File: src/rtl/peaks_reader.sv
// Captures each new peak frame into a FIFO and serves it to the host through a registered read port.
// Optional PEAKS_READER_TIMESTAMP_EN stores a free-running cycle count with every frame (address 14).
module peaks_reader #(
  parameter int PEAKS      = 6,
  parameter int FREQ_WIDTH = 8,
  parameter int AMPL_WIDTH = 8,
  parameter int TIME_WIDTH = 16,
  parameter int DEPTH      = 8
) (
  input  logic                                  clk,
  input  logic                                  reset,
  input  logic [TIME_WIDTH-1:0]                 counter_in,
  input  logic [PEAKS-1:0][FREQ_WIDTH-1:0]      freqs_in,
  input  logic [PEAKS-1:0][AMPL_WIDTH-1:0]      amplitudes_in,
  input  logic                                  chipselect,
  input  logic                                  read,
  input  logic [3:0]                            address,
  output logic [31:0]                           readdata,
  output logic                                  irq
);

  localparam int AW = $clog2(DEPTH);
  localparam logic [3:0] ADDR_STATUS = 4'd0;
  localparam logic [3:0] ADDR_TIME   = 4'd1;
  localparam logic [3:0] ADDR_TSTAMP = 4'd14;
  localparam logic [3:0] ADDR_POP    = 4'd15;

  logic [TIME_WIDTH-1:0]             s1_cnt, s2_cnt, last_cnt;
  logic [PEAKS-1:0][FREQ_WIDTH-1:0]  s1_freqs, s2_freqs;
  logic [PEAKS-1:0][AMPL_WIDTH-1:0]  s1_amps, s2_amps;

  logic [TIME_WIDTH-1:0]             mem_time  [DEPTH];
  logic [PEAKS-1:0][FREQ_WIDTH-1:0]  mem_freqs [DEPTH];
  logic [PEAKS-1:0][AMPL_WIDTH-1:0]  mem_amps  [DEPTH];

  logic [AW:0]   wr_ptr, rd_ptr, occupancy;
  logic [AW-1:0] wr_idx, rd_idx;
  logic          empty, full;
  logic          overflow;
  logic [7:0]    drop_count;

  logic          rd_strobe, status_rd, pop, new_frame, push, drop;
  logic [31:0]   status_word, rd_val;

`ifdef PEAKS_READER_TIMESTAMP_EN
  logic [31:0] cycle_cnt;
  logic [31:0] mem_ts [DEPTH];
`endif

  function automatic logic [15:0] sext16(input logic [AMPL_WIDTH-1:0] a);
    logic [15:0] ext;
    ext = {16{a[AMPL_WIDTH-1]}};
    ext[AMPL_WIDTH-1:0] = a;
    return ext;
  endfunction

  assign wr_idx    = wr_ptr[AW-1:0];
  assign rd_idx    = rd_ptr[AW-1:0];
  assign occupancy = wr_ptr - rd_ptr;
  assign empty     = (wr_ptr == rd_ptr);
  assign full      = (wr_ptr[AW] != rd_ptr[AW]) && (wr_idx == rd_idx);

  assign rd_strobe = chipselect && read;
  assign status_rd = rd_strobe && (address == ADDR_STATUS);
  assign pop       = rd_strobe && (address == ADDR_POP) && !empty;

  // A frame is new once the counter has been stable for two samples and differs from the last capture.
  assign new_frame = (s1_cnt == s2_cnt) && (s2_cnt != last_cnt);
  assign push      = new_frame && (!full || pop);
  assign drop      = new_frame && full && !pop;

  assign status_word = {8'd0, drop_count, 8'(occupancy), 5'd0, overflow, full, empty};

  always_comb begin
    rd_val = '0;
    if (address == ADDR_STATUS) begin
      rd_val = status_word;
    end else if (!empty) begin
      if (address == ADDR_TIME || address == ADDR_POP)
        rd_val = 32'(mem_time[rd_idx]);
      for (int j = 0; j < PEAKS; j++) begin
        if (address == 4'(j + 2))
          rd_val = {sext16(mem_amps[rd_idx][j]), 16'(mem_freqs[rd_idx][j])};
      end
`ifdef PEAKS_READER_TIMESTAMP_EN
      if (address == ADDR_TSTAMP)
        rd_val = mem_ts[rd_idx];
`endif
    end
  end

  always_ff @(posedge clk or posedge reset) begin
    if (reset) begin
      s1_cnt     <= '0;
      s2_cnt     <= '0;
      s1_freqs   <= '0;
      s2_freqs   <= '0;
      s1_amps    <= '0;
      s2_amps    <= '0;
      last_cnt   <= '0;
      wr_ptr     <= '0;
      rd_ptr     <= '0;
      overflow   <= 1'b0;
      drop_count <= '0;
      readdata   <= '0;
      irq        <= 1'b0;
    end else begin
      s1_cnt   <= counter_in;
      s1_freqs <= freqs_in;
      s1_amps  <= amplitudes_in;
      s2_cnt   <= s1_cnt;
      s2_freqs <= s1_freqs;
      s2_amps  <= s1_amps;
      irq      <= !empty;

      if (new_frame)
        last_cnt <= s2_cnt;
      if (push)
        wr_ptr <= wr_ptr + 1'b1;
      if (pop)
        rd_ptr <= rd_ptr + 1'b1;

      // A drop in the same cycle as a STATUS read survives the clear.
      if (drop) begin
        overflow <= 1'b1;
        if (status_rd)
          drop_count <= 8'd1;
        else if (drop_count != 8'hFF)
          drop_count <= drop_count + 8'd1;
      end else if (status_rd) begin
        overflow   <= 1'b0;
        drop_count <= '0;
      end

      if (rd_strobe)
        readdata <= rd_val;
    end
  end

  always_ff @(posedge clk) begin
    if (push) begin
      mem_time[wr_idx]  <= s2_cnt;
      mem_freqs[wr_idx] <= s2_freqs;
      mem_amps[wr_idx]  <= s2_amps;
`ifdef PEAKS_READER_TIMESTAMP_EN
      mem_ts[wr_idx]    <= cycle_cnt;
`endif
    end
  end

`ifdef PEAKS_READER_TIMESTAMP_EN
  always_ff @(posedge clk or posedge reset) begin
    if (reset)
      cycle_cnt <= '0;
    else
      cycle_cnt <= cycle_cnt + 32'd1;
  end
`endif

endmodule
File: config.mk
export PLATFORM = sky130hd
export DESIGN_NAME = peaks_reader
export DESIGN_NICKNAME = d
export VERILOG_FILES = /design/src/rtl/peaks_reader.sv
export SDC_FILE = /design/constraint.sdc
export NUM_CORES = 1
export LEC_CHECK = 0
export CORE_MARGIN = 5
export CORE_UTILIZATION = 55
export CTS_CLUSTER_DIAMETER = 30
export CTS_CLUSTER_SIZE = 40
export DETAILED_ROUTE_END_ITERATION = 10
export PLACE_DENSITY = 0.76
export REMOVE_ABC_BUFFERS = 1
export SETUP_SLACK_MARGIN = 0.4
export SLEW_MARGIN = 20
export SYNTH_ARGS = -nofsm -noshare
export SYNTH_HDL_FRONTEND = slang
export SYNTH_SLANG_ARGS = --single-unit
File: constraint.sdc
create_clock -name clk -period 13.1 [get_ports clk]
set_input_delay 1.31 -clock clk [delete_from_list [all_inputs] [get_ports clk]]
set_output_delay 1.31 -clock clk [all_outputs]
set_load 0.02 [all_outputs]
# After elaboration in Yosys (flattened, before gate mapping)
# Memories as Yosys holds them, arrays and structs flattened.
# Index checks and enable logic that the tools add are counted.
[totals] memories=3 out_inout_bits=33 inputBits=120 register_bits=290 ramBits=896
[memory_table] name="mem_amps" depth=8 width=48 rd=1 rd_ports_with_merged_regs=0 write_ports=1 line="34" rtl="logic [PEAKS-1:0][AMPL_WIDTH-1:0] mem_amps [DEPTH];"
[memory_table] name="mem_freqs" depth=8 width=48 rd=1 rd_ports_with_merged_regs=0 write_ports=1 line="33" rtl="logic [PEAKS-1:0][FREQ_WIDTH-1:0] mem_freqs [DEPTH];"
[memory_table] name="mem_time" depth=8 width=16 rd=1 rd_ports_with_merged_regs=0 write_ports=1 line="32" rtl="logic [TIME_WIDTH-1:0] mem_time [DEPTH];"
[classes] muxes=17 add_sub_neg=4 n_reduce_logical=18 eq_ne=14
[ops] op="$mux 32" n=8
[ops] op="$mux 8" n=4
[ops] op="$eq 16x16->1" n=1
[ops] op="$eq 4x3->1 const B" n=4
[ops] op="$mux 16" n=1
[ops] op="$ne 16x16->1" n=1
[ops] op="$logic_and 1x1->1" n=9
[ops] op="$add 4x1->4 const B" n=2
[ops] op="$add 8x1->8 const B" n=1
[ops] op="$eq 4x2->1 const B" n=2
[ops] op="$ne 8x8->1 const B" n=1
[ops] op="$eq 4x1->1 const B" n=1
[ops] op="$eq 4x4->1" n=1
[ops] op="$eq 4x4->1 const B" n=1
[ops] op="$logic_not 4->1" n=1
[ops] op="$mux 1" n=4
[ops] op="$reduce_bool 2->1" n=2
[ops] op="$sub 4x4->4" n=1
[ops] op="$eq 3x3->1" n=1
[ops] op="$logic_not 1->1" n=3
[ops] op="$logic_or 1x1->1" n=2
[ops] op="$reduce_and 2->1" n=1
[ops] op="$ne 1x1->1" n=1

# Longest topological paths before layout
# Gate-level depths: netlist of run 1.
[depth] ltp_word=11 ltp_mapped=14 mapped_depth_nobuf=9

# Least setup slack after synthesis of run 1
# No wires, ideal clock.
[synth_path] path_kind="reg2reg" start="reg rd_ptr[2]" end="mem mem_amps[0][0] in the netlist's numbering, enable pin" setup_ns=0.863 path_stages_with_launch=11 required_time_ns=12.237 synth_period_minus_slack_ns=13.891 setup_slack_ns=-0.791 t_arrival_ns=13.027 cell_sequence="dfrtp_1 -> buf_2 -> clkinv_1 -> buf_2 -> buf_2 -> buf_2 -> ha_1 -> and3_1 -> o211ai_1 -> nand3_1 -> nor4_1"
[synth_between] elab_chain_len=7 word_cells_on_any_way=10 classes_between="eq/ne: 2; mux: 2; reduce/logical: 6"
[synth_lines] element="start: declaration" line="36" rtl="logic [AW:0] wr_ptr, rd_ptr, occupancy;"
[synth_lines] element="start signal: assignment" line="121" rtl="rd_ptr <= rd_ptr + 1'b1;"
[synth_lines] element="$eq 4x4->1 or $eq 3x3->1 (tied branches)" line="60, 61"
[synth_lines] element="$logic_not 1->1 or $logic_and 1x1->1 (tied branches)" line="65, 61"
[synth_lines] element="$logic_and 1x1->1 or $logic_not 1->1 (tied branches)" line="65, 69"
[synth_lines] element="$logic_or 1x1->1 *" line="69" rtl="assign push = new_frame && (!full || pop);"
[synth_lines] element="$logic_and 1x1->1 *" line="69"
[synth_lines] element="$mux 1 *" line="141" rtl="if (push) begin"
[synth_lines] element="$mux 1 (implied by the code) *" line="144" rtl="mem_amps[wr_idx] <= s2_amps;"
[synth_lines] element="end: declaration" line="34"
# Mark *: on every way between the ends. The rest lies on a longest branch, timed or not.

# Worst setup path in the final report of run 1
[layout_path] start="in address[1]" end="mem mem_freqs[1][14] in the netlist's numbering, enable pin"
[layout_between] elab_chain_len=7
[layout_lines] element="start: declaration" line="17" rtl="input logic [3:0] address,"
[layout_lines] element="$eq 4x4->1" line="65" rtl="assign pop = rd_strobe && (address == ADDR_POP) && !empty;"
[layout_lines] element="$logic_and 1x1->1 (2 in a row)" line="65"
[layout_lines] element="$logic_or 1x1->1" line="69"
[layout_lines] element="$logic_and 1x1->1" line="69"
[layout_lines] element="$mux 1" line="141"
[layout_lines] element="$mux 1 (implied by the code)" line="143" rtl="mem_freqs[wr_idx] <= s2_freqs;"
[layout_lines] element="end: declaration" line="33"
# No other way between the ends.

==> results of run 1 <==
worst max-delay path, delay by kind of cell:
kind	cells	cell delay [ps]
AO/OA/AOI/OAI	1	660
buffers and inverters	3	2040
AND/OR/NAND/NOR	3	1380
flip-flops by register name (all words and copies together) (netlist names):
| register | cells |
|---|---|
| drop_count | 8 |
| irq | 1 |
| last_cnt | 16 |
| mem_amps | 384 |
| mem_freqs | 384 |
| mem_time | 128 |
| overflow | 1 |
| rd_ptr | 4 |
| readdata | 25 |
| s1_amps | 48 |
| s1_cnt | 16 |
| s1_freqs | 48 |
| s2_amps | 48 |
| s2_cnt | 16 |
| s2_freqs | 48 |
| wr_ptr | 4 |
per-stage QoR:
step                      area [um^2]  util (%)
final                           52300      67.5
after global routing            52300      67.5
after CTS                       52300      67.5
after detailed placement        45600      58.9
after global placement          45600      58.9
after floorplan                 42400         -
cell families after synthesis:
group	count (synthesis)	synth area share [%]
buffers and inverters	109	1.46
flip-flops	1179	79.1
multiplexers	314	13.3
XOR/XNOR	45	0.917
adder cells (fa/ha/maj)	7	0.221
AND/OR/NAND/NOR	222	2.42
AO/OA/AOI/OAI	164	2.58
cells in the mapped netlist (all sizes together) (6+ instances only):
master | n | share of area [%]
and3 | 9 | 0.13
a22o | 6 | 0.12
mux4 | 205 | 11
nor2 | 42 | 0.37
o22ai | 8 | 0.12
mux2i | 85 | 2.0
a22oi | 18 | 0.31
dfrtp | 283 | 16
a31oi | 17 | 0.25
buf | 71 | 1.1
nand3 | 11 | 0.13
nand2 | 97 | 0.85
nor3 | 15 | 0.19
clkbuf | 30 | 0.26
inv | 7 | 0.061
edfxtp | 896 | 63
xor2 | 22 | 0.45
ha | 6 | 0.17
a21oi | 31 | 0.36
or3 | 7 | 0.10
mux2 | 24 | 0.63
nand4 | 10 | 0.15
xnor2 | 23 | 0.47
a221oi | 13 | 0.28
nor4 | 12 | 0.21
o21ai | 35 | 0.41
worst max path at each step:
stage | start | endpoint | slack (ps) | cells past startpoint
2_1_floorplan | rd_ptr[0] | mem_amps[0][0] | -8960 | 5
3_3_place_gp | address[1] | mem_freqs[1][6] | 7520 | 7
3_5_place_dp | address[1] | mem_freqs[1][14] | 7360 | 7
4_1_cts | rd_ptr[1] | mem_amps[0][47] | 8040 | 8
5_1_grt | address[1] | mem_amps[0][47] | 7760 | 7
6_report | address[1] | mem_freqs[1][14] | 7940 | 7
cell type report:
type                    instances  area (um^2)  area share (%)
flip-flops and latches       1179        34000            65.0
repair buffers                193         1840            3.52
well taps                    1040         1300            2.49
inverters                       8         40.0          0.0765
clock buffers                 203         4870            9.30
clock inverters               152         1820            3.48
multi-input cells             752         8450            16.1
power breakdown:
part,switching [mW],internal [mW],leakage (nW)
logic,0.688,0.706,3.79
clock network,1.85,3.24,3.18
registers,0.123,4.09,11.5
layer usage:
metal / part of all wire [%] / track usage, %
met5: 0 / 0
met4: 2.8 / 8.19
met3: 9.2 / 5.88
met2: 51 / 37.9
met1: 37 / 30.1
==> out/summary.txt, run 1 <==
Fmax - 194 MHz
I/O Buffers - 152
Vias in the first global route - 22,900
Global-route wire length before repair - 142,000 um
Layout area overhead - 21.7%
Worst-Margin Slew - 1190 ps
Min Tclk post-route - 5160 ps
Max-Cap Viols - 0
CTS tree - built
R2R cell count - 8
Reg2reg setup slack - 8020 ps
Sequential-to-total area share from yosys stat - 79.1%
Worst rel slew slack - 20.5%
Clock root buffer - clkbuf_16
Via density - 6.00
Crit Path Class - input pin to flop
Tot Pwr - 10.7 mW
Hold Path Origin - s1_amps[32]
Place WS - 7360 ps
Status - finished, final reports clean
Avg Cell Area, Syn - 21.1 um^2
Hold path depth - 0
Final ANT Viol Nets - 0
GRT Total Usage - 22.9%
Final WS setup - 7940 ps
Fin Setup TNS - 0 ps
Period utilization - 39.4%
Commonest non-fill, non-tap cell in the layout - edfxtp_1
1st-pass router iterations - 6
I/O pins - 153
ANT cells - 0
Number of enable flip-flop cells after synthesis - 896
Max-slew violation total from the final report - 0
Final WL - 93,800 um
Initial antenna violation count - 2
Clock Sinks - 1,179
Average wire per standard cell - 26.6 um
Via count - 21,200
Crit-path max FO - 49
DRC violations left - 0
Leakage - 18.4 nW
Post-CTS Setup Inserts - 0
Post-synth ARST share - 24.0%
Worst Hold Class - flop to flop
Setup crit start kind - input pin
YS warnings - 0
Commonest cells after routing, fill and taps aside - edfxtp_1, dfrtp_1, mux4_2, clkbuf_16, clkdlybuf4s50_1
Crit Reg-Reg Endpoint - mem_freqs[1][14]
Skew final - 34.6 ps
Final Setup Violations - 0
Final std cells w/o fill - 3,527
Cts bufs inserted - 189
Primary FF master, synth - edfxtp_1
Layout cell share with drive strength beyond 1 - 25.3%
H-tree levels - 4
Die W - 290 um
Starting Density - 55.5%
Mapped Cells - 2,040
Clock Tree Buf Depth - 3
Global placement routability congestion - 0.804
CP max-delay cell - buf_4
Hold Slack - 338 ps
Worst r2r src - rd_ptr[1]
Cts hold-fix bufs - 0
Filler cell count - 4,730
CORE AREA - 77,500 um^2
Final net count - 2,450
#FFs+latches synth - 1,179
RSZ-0062 raised after global routing - false
Slowest stage delay, CP - 780 ps
Fin. Hold Viols - 0
Largest net degree at the start of global routing - 103
Clock-pin transition on the worst setup and hold timing paths - 50 ps
Worst Setup End Kind - flop
Die H - 290 um
Dpl hpwl - 50,700 um
Most frequent CP cell - buf_4
Peak supply drop - 187 uV
Hold Crit Endpoint - s2_amps[32]
Post-cts sizing count - 0
Die area - 83,900 um^2
Worst EP required - 13,450 ps
WP data arrival - 5500 ps
Netlist Area Pre-Place - 43,000 um^2
Pwr Density - 204 nW/um^2
Distinct cells, synth - 60
Standard-cell row count - 102
Placed cell count - 3,172
Cells along the critical path - clkdlybuf4s50_1 -> nand4_1 -> o211ai_1 -> nand3_1 -> nor4_2 -> buf_4 -> buf_4
Clock latency on the worst-skew pair - 760 ps
Initial DRC count - 2,465
Remaining global-route overflow - 0
(Power assumes the default switching activity.)
==> inputs of run 2 (changes only) <==
Clock period 13.1 ns to 4.61 ns, I/O delays scaled along.
==> run 2 against run 1 <==
Compared with the run above: critical path depth is the same; worst hold slack lost 200 ps; die area is the same; largest cell class unchanged; sequential cell count is the same; via count grew 0.28%.
==> out/summary.txt, run 2 (synthesized netlist as in run 1, its figures left out) <==
Status - finished, final reports clean
Global-route wire length before repair - 145,000 um (+1.9%)
Clock Sinks - 1,179 (unchanged)
DRC violations left - 0 (unchanged)
Setup crit start kind - flop
GRT Total Usage - 23.4% (+0.41 points)
WP data arrival - 4120 ps (-1380 ps)
RSZ-0062 raised after global routing - false
Clock latency on the worst-skew pair - 760 ps (about the same)
Commonest non-fill, non-tap cell in the layout - edfxtp_1
Met1 WL - 34,900 um (+1.2%)
Final net count - 2,445 (-0.20%)
CTS tree - built
Worst rel slew slack - 26.0% (+5.5 points)
Int Pwr - 23.1 mW (+190%)
Metal2 WL - 48,300 um (+0.41%)
Worst EP required - 4950 ps (-8500 ps)
Clock Tree Buf Depth - 3 (unchanged)
Clock root buffer - clkbuf_16
Post-CTS Setup Inserts - 0 (unchanged)
Peak supply drop - 588 uV (+210%)
Via count - 21,200 (+0.28%)
Commonest cells after routing, fill and taps aside - edfxtp_1, dfrtp_1, mux4_2, clkbuf_16, clkdlybuf4s50_1
Via density - 6.03 (+0.37%)
Worst Hold Class - input pin to flop
Post-cts sizing count - 0 (unchanged)
Tot Pwr - 30.6 mW (+190%)
Min Tclk post-route - 3790 ps
Crit Path Class - flop to flop
Skew final - 48.0 ps (+13.4 ps)
ANT cells - 0 (unchanged)
H-tree levels - 4 (unchanged)
Global placement routability congestion - 0.831 (+3.4%)
Fin Setup TNS - 0 ps (unchanged)
I/O pins - 153 (unchanged)
Metal3 WL - 9190 um (+6.3%)
Die W - 290 um (unchanged)
Die area - 83,900 um^2 (unchanged)
Clock Power Share - 47.7% (about the same)
Switching Fraction - 24.5% (-0.31 points)
Remaining global-route overflow - 0 (unchanged)
Starting Density - 55.5% (unchanged)
Worst Setup End Kind - flop
Period utilization - 82.2%
Fmax - 264 MHz
Post-layout util - 67.8% (+0.26 points)
Cts hold-fix bufs - 0 (unchanged)
Filler cell count - 4,626 (-2.2%)
Final ANT Viol Nets - 0 (unchanged)
CORE AREA - 77,500 um^2 (unchanged)
Clock-pin transition on the worst setup and hold timing paths - 60 ps (about the same)
Hold Slack - 137 ps (-201 ps)
Average wire per standard cell - 27.1 um (+1.8%)
Worst-Margin Slew - 1110 ps (-78.1 ps)
Flop pwr share - 39.0% (-0.4 points)
Combinational group share of total power - 13.3% (+0.3 points)
Largest regs - mem_amps (384), mem_freqs (384), mem_time (128)
Final Setup Violations - 0 (unchanged)
Post-route cell area - 52,500 um^2 (+0.39%)
I/O Buffers - 152 (unchanged)
Leakage - 18.5 nW (+0.42%)
Max-Cap Viols - 0 (unchanged)
DR top layer - met4
Layout area overhead - 22.1%
Crit-path max FO - 112 (+130%)
Standard-cell row count - 102 (unchanged)
Vias in the first global route - 23,100 (+1.0%)
Dpl hpwl - 49,800 um (-1.7%)
Dpl cell area - 45,800 um^2 (+0.29%)
Fin. Hold Viols - 0 (unchanged)
Pwr Density - 582 nW/um^2 (+180%)
Cts bufs inserted - 186 (-1.6%)
Layout cell share with drive strength beyond 1 - 24.8% (-0.57 points)
Initial DRC count - 2,364 (-4.1%)
1st-pass router iterations - 6 (unchanged)
Die H - 290 um (unchanged)
Switching Power - 7.50 mW (+180%)
Final WL - 95,400 um (+1.7%)
Largest net degree at the start of global routing - 113 (+9.7%)
Initial antenna violation count - 1 (-1)
Max-slew violation total from the final report - 0 (unchanged)
## run 2: through the flow
| step | instances | worst slack (ps) |
|---|---|---|
| final | 3524 | 822 |
| after global routing | 3524 | 621 |
| after detailed placement | 3170 | 433 |
| after CTS | 3524 | 810 |
| after floorplan | 1939 | -17450 |
| after global placement | 3170 | 547 |
## run 2: power by group through the flow
| stage | Combinational [mW] | Clock [mW] | Sequential (mW) |
|---|---|---|---|
| 6_report | 4.07 | 14.6 | 11.9 |
| 5_1_grt | 4.39 | 15.3 | 11.9 |
| 4_1_cts | 4.13 | 14.8 | 11.9 |
| 3_5_place_dp | 4.05 | 0 | 12.1 |
| 3_3_place_gp | 3.99 | 0 | 12.1 |
| 2_1_floorplan | 2.26 | 0 | 12.4 |
## run 2: per-layer routing
layer,up-vias,track usage (%)
met4,0,8.62
met1,11100,30.2
met3,214,6.83
met2,1105,38.3
li1,8826,-
met5,-,0
## run 2: final cells by class
cell class	count	area, um^2	area share [%]
Clock buffer	225	5020	9.56
Clock inverter	129	1740	3.31
Inverter	8	40.0	0.0762
Multi-Input combinational cell	752	8430	16.1
Sequential cell	1179	34000	64.7
Tap cell	1040	1300	2.48
Timing Repair Buffer	191	1990	3.79
## run 2: worst max-delay path, stage by stage (launching register included)
cell	delay [ps]
dfrtp_4	710
inv_1	140
ha_1	320
and3_1	210
o211ai_1	250
nand3_1	550
nor4_2	450
buf_12	660
## run 2: final timing paths
path / start / to / slack [ps] / depth (start not counted)
max: rd_ptr[1] / mem_freqs[0][30] / 820 / 7
min reg2reg: s1_freqs[11] / s2_freqs[11] / 320 / 0
max in group asynchronous: reset / s1_freqs[43] / 3400 / 3
min: counter_in[2] / s1_cnt[2] / 140 / 1
min in group asynchronous: reset / s1_amps[44] / 230 / 2
max reg2reg: rd_ptr[1] / mem_freqs[0][30] / 820 / 7
==> inputs of run 3 (changes only) <==
Settings changed: CORE_UTILIZATION 55 to 60, PLACE_DENSITY 0.76 to 0.78.
Clock period 4.61 ns to 3.7 ns, I/O delays scaled along.
==> run 3 against run 2 <==
Compared with the run above: die area fell by 8.1%; clock power rose by 16%; maximum frequency rose by 21%; sequential share of layout area rose by 0.58 points; cell area fell by 0.89%; clock skew fell by 17 ps; global-route usage rose by 2.1 points; first-iteration DRC count fell by 2.8%; critical endpoint is now readdata[3]; highest routed layer unchanged.
==> out/summary.txt, run 3 (synthesized netlist as in run 1, its figures left out) <==
Worst-Margin Slew - 1130 ps (+18.1 ps)
I/O Buffers - 152 (unchanged)
Switching Power - 9.25 mW (+23%)
Fin. Hold Viols - 0 (unchanged)
Clock Tree Buf Depth - 3 (unchanged)
Skew final - 30.9 ps (-17.1 ps)
Status - finished, final reports clean
Initial antenna violation count - 1 (unchanged)
DRC violations left - 0 (unchanged)
Remaining global-route overflow - 0 (unchanged)
Global placement routability congestion - 0.853 (+2.7%)
Die W - 278 um (-4.1%)
Dpl hpwl - 49,200 um (-1.3%)
WP data arrival - 3800 ps (-320 ps)
Register area - 34,000 um^2 (unchanged)
GRT Total Usage - 25.4% (+2.1 points)
Layout area overhead - 21.1%
Worst r2r src - rd_ptr[1]
Starting Density - 60.3% (+4.9 points)
Min Tclk post-route - 3120 ps (-664 ps)
H-tree levels - 4 (unchanged)
I/O pins - 153 (unchanged)
Fmax - 320 MHz (+21%)
Via density - 6.26 (+3.9%)
Commonest cells after routing, fill and taps aside - edfxtp_1, dfrtp_1, mux4_2, clkbuf_16, clkdlybuf4s50_1
Vias in the first global route - 23,200 (+0.28%)
Worst EP required - 4370 ps (-580 ps)
Max-Cap Viols - 0 (unchanged)
Place WS - 179 ps (-253 ps)
Filler cell count - 3,829 (-17%)
Largest net degree at the start of global routing - 116 (+2.7%)
Switching Fraction - 25.0% (+0.51 points)
RSZ-0062 raised after global routing - false
Tot Pwr - 36.9 mW (+21%)
Worst rel slew slack - 24.7% (-1.3 points)
Leakage - 18.4 nW (-0.73%)
1st-pass router iterations - 5 (-1)
Clock Power Share - 46.0% (-1.7 points)
CP max-delay cell - buf_4
Die H - 278 um (-4.1%)
Peak supply drop - 612 uV (+4.2%)
ANT cells - 0 (unchanged)
Crit path from - rd_ptr[1]
Footprint of the multi-input gates - 8430 um^2 (unchanged)
Flop pwr share - 39.9% (+0.9 points)
Worst Hold Class - input pin to flop
Int Pwr - 27.7 mW (+20%)
Worst Setup End Kind - flop
CP bufs+invs - 1 (-1)
CORE AREA - 71,200 um^2 (-8.0%)
Standard-cell row count - 98 (-3.9%)
Period utilization - 84.4% (+2.3 points)
Combinational group share of total power - 14.1% (+0.8 points)
Final WS setup - 576 ps (-246 ps)
CP Capture Point - readdata[3]
Final net count - 2,458 (+0.53%)
CTS tree - built
Commonest non-fill, non-tap cell in the layout - edfxtp_1
Via count - 21,500 (+1.3%)
Clock root buffer - clkbuf_16
Slowest stage delay, CP - 850 ps (+140 ps)
Post-layout util - 73.1% (+5.3 points)
Die area - 77,100 um^2 (-8.1%)
CP top delay family - compound AO/OA/AOI/OAI gates
Cts bufs inserted - 180 (-3.2%)
Initial DRC count - 2,297 (-2.8%)
Largest regs - mem_amps (384), mem_freqs (384), mem_time (128)
Most frequent CP cell - nor2_1
Setup crit start kind - flop
Layout cell share with drive strength beyond 1 - 24.8% (about the same)
Cts hold-fix bufs - 0 (unchanged)
Final WL - 96,600 um (+1.2%)
Pwr Density - 710 nW/um^2 (+22%)
Final ANT Viol Nets - 0 (unchanged)
Crit Path Class - flop to flop
Final Setup Violations - 0 (unchanged)
Final std cells w/o fill - 3,436 (-2.5%)
Average wire per standard cell - 28.1 um (+3.8%)
Reg2reg setup slack - 580 ps (-250 ps)
Max-slew violation total from the final report - 0 (unchanged)
Global-route wire length before repair - 147,000 um (+1.3%)
Clock latency on the worst-skew pair - 760 ps (about the same)
R2R cell count - 7 (unchanged)
Number of cells on the critical path - 7 (unchanged)
Cells along the critical path - buf_4 -> mux4_2 -> nor2_1 -> nor2_1 -> o21ai_0 -> a311oi_1 -> a221o_1
Crit Reg-Reg Endpoint - readdata[3]
Crit-path max FO - 71 (-37%)
Clock Sinks - 1,179 (unchanged)
Clock-pin transition on the worst setup and hold timing paths - 50 ps (about the same)
Placed cell count - 3,099 (-2.2%)
Fin Setup TNS - 0 ps (unchanged)
run 3: through the flow:
stage / hold slack, ps / area [um^2]
2_1_floorplan: 331 / 42400
3_3_place_gp: 332 / 45800
3_5_place_dp: 335 / 45800
4_1_cts: 10.6 / 52000
5_1_grt: 20.2 / 52000
6_report: 50.0 / 52000
run 3: how the worst min path moves through the flow:
stage,slack [ps],cells past startpoint,from,end
after CTS,10,1,amplitudes_in[31],s1_amps[31]
after detailed placement,330,0,s1_amps[27],s2_amps[27]
after global placement,330,0,s1_amps[34],s2_amps[34]
after floorplan,330,0,s1_amps[0],s2_amps[0]
after global routing,20,1,amplitudes_in[31],s1_amps[31]
final,50,1,amplitudes_in[1],s1_amps[1]
run 3: worst reg2reg max path, stage by stage, from the launching register on:
cell and delay [ps]:
dfrtp_4 420, buf_4 850, mux4_2 430, nor2_1 50, nor2_1 170, o21ai_0 150
a311oi_1 700, a221o_1 280
run 3: layer usage:
layer / vias to the layer above / GRT usage, % / share of wire (%)
li1: 8841 / - / -
met1: 11300 / 34.7 / 38
met2: 1205 / 41.8 / 51
met3: 204 / 5.01 / 8.4
met4: 0 / 9.50 / 3.2
met5: - / 0 / 0
run 3: cell type report:
cell class,instances,area share (%)
Sequential cell,1179,65.3
Inverter,8,0.0769
Clock inverter,129,2.89
Clock buffer,208,9.06
Tap cell,950,2.28
Multi-Input combinational cell,752,16.2
Timing Repair Buffer,210,4.18
run 3: power groups by stage:
stage | clock, mW | combinational (mW) | sequential, mW
floorplan | 0 | 2.47 | 15.3
global placement | 0 | 5.12 | 15.0
detailed placement | 0 | 5.17 | 15.0
CTS | 17.2 | 5.29 | 14.7
global route | 17.9 | 5.60 | 14.8
finish | 17.0 | 5.21 | 14.7
run 3: timing repair:
action | 4_1_cts | 5_1_grt
gates resized for setup | 0 | 1
setup buffers | 0 | 0
setup endpoints to repair | 0 | 17
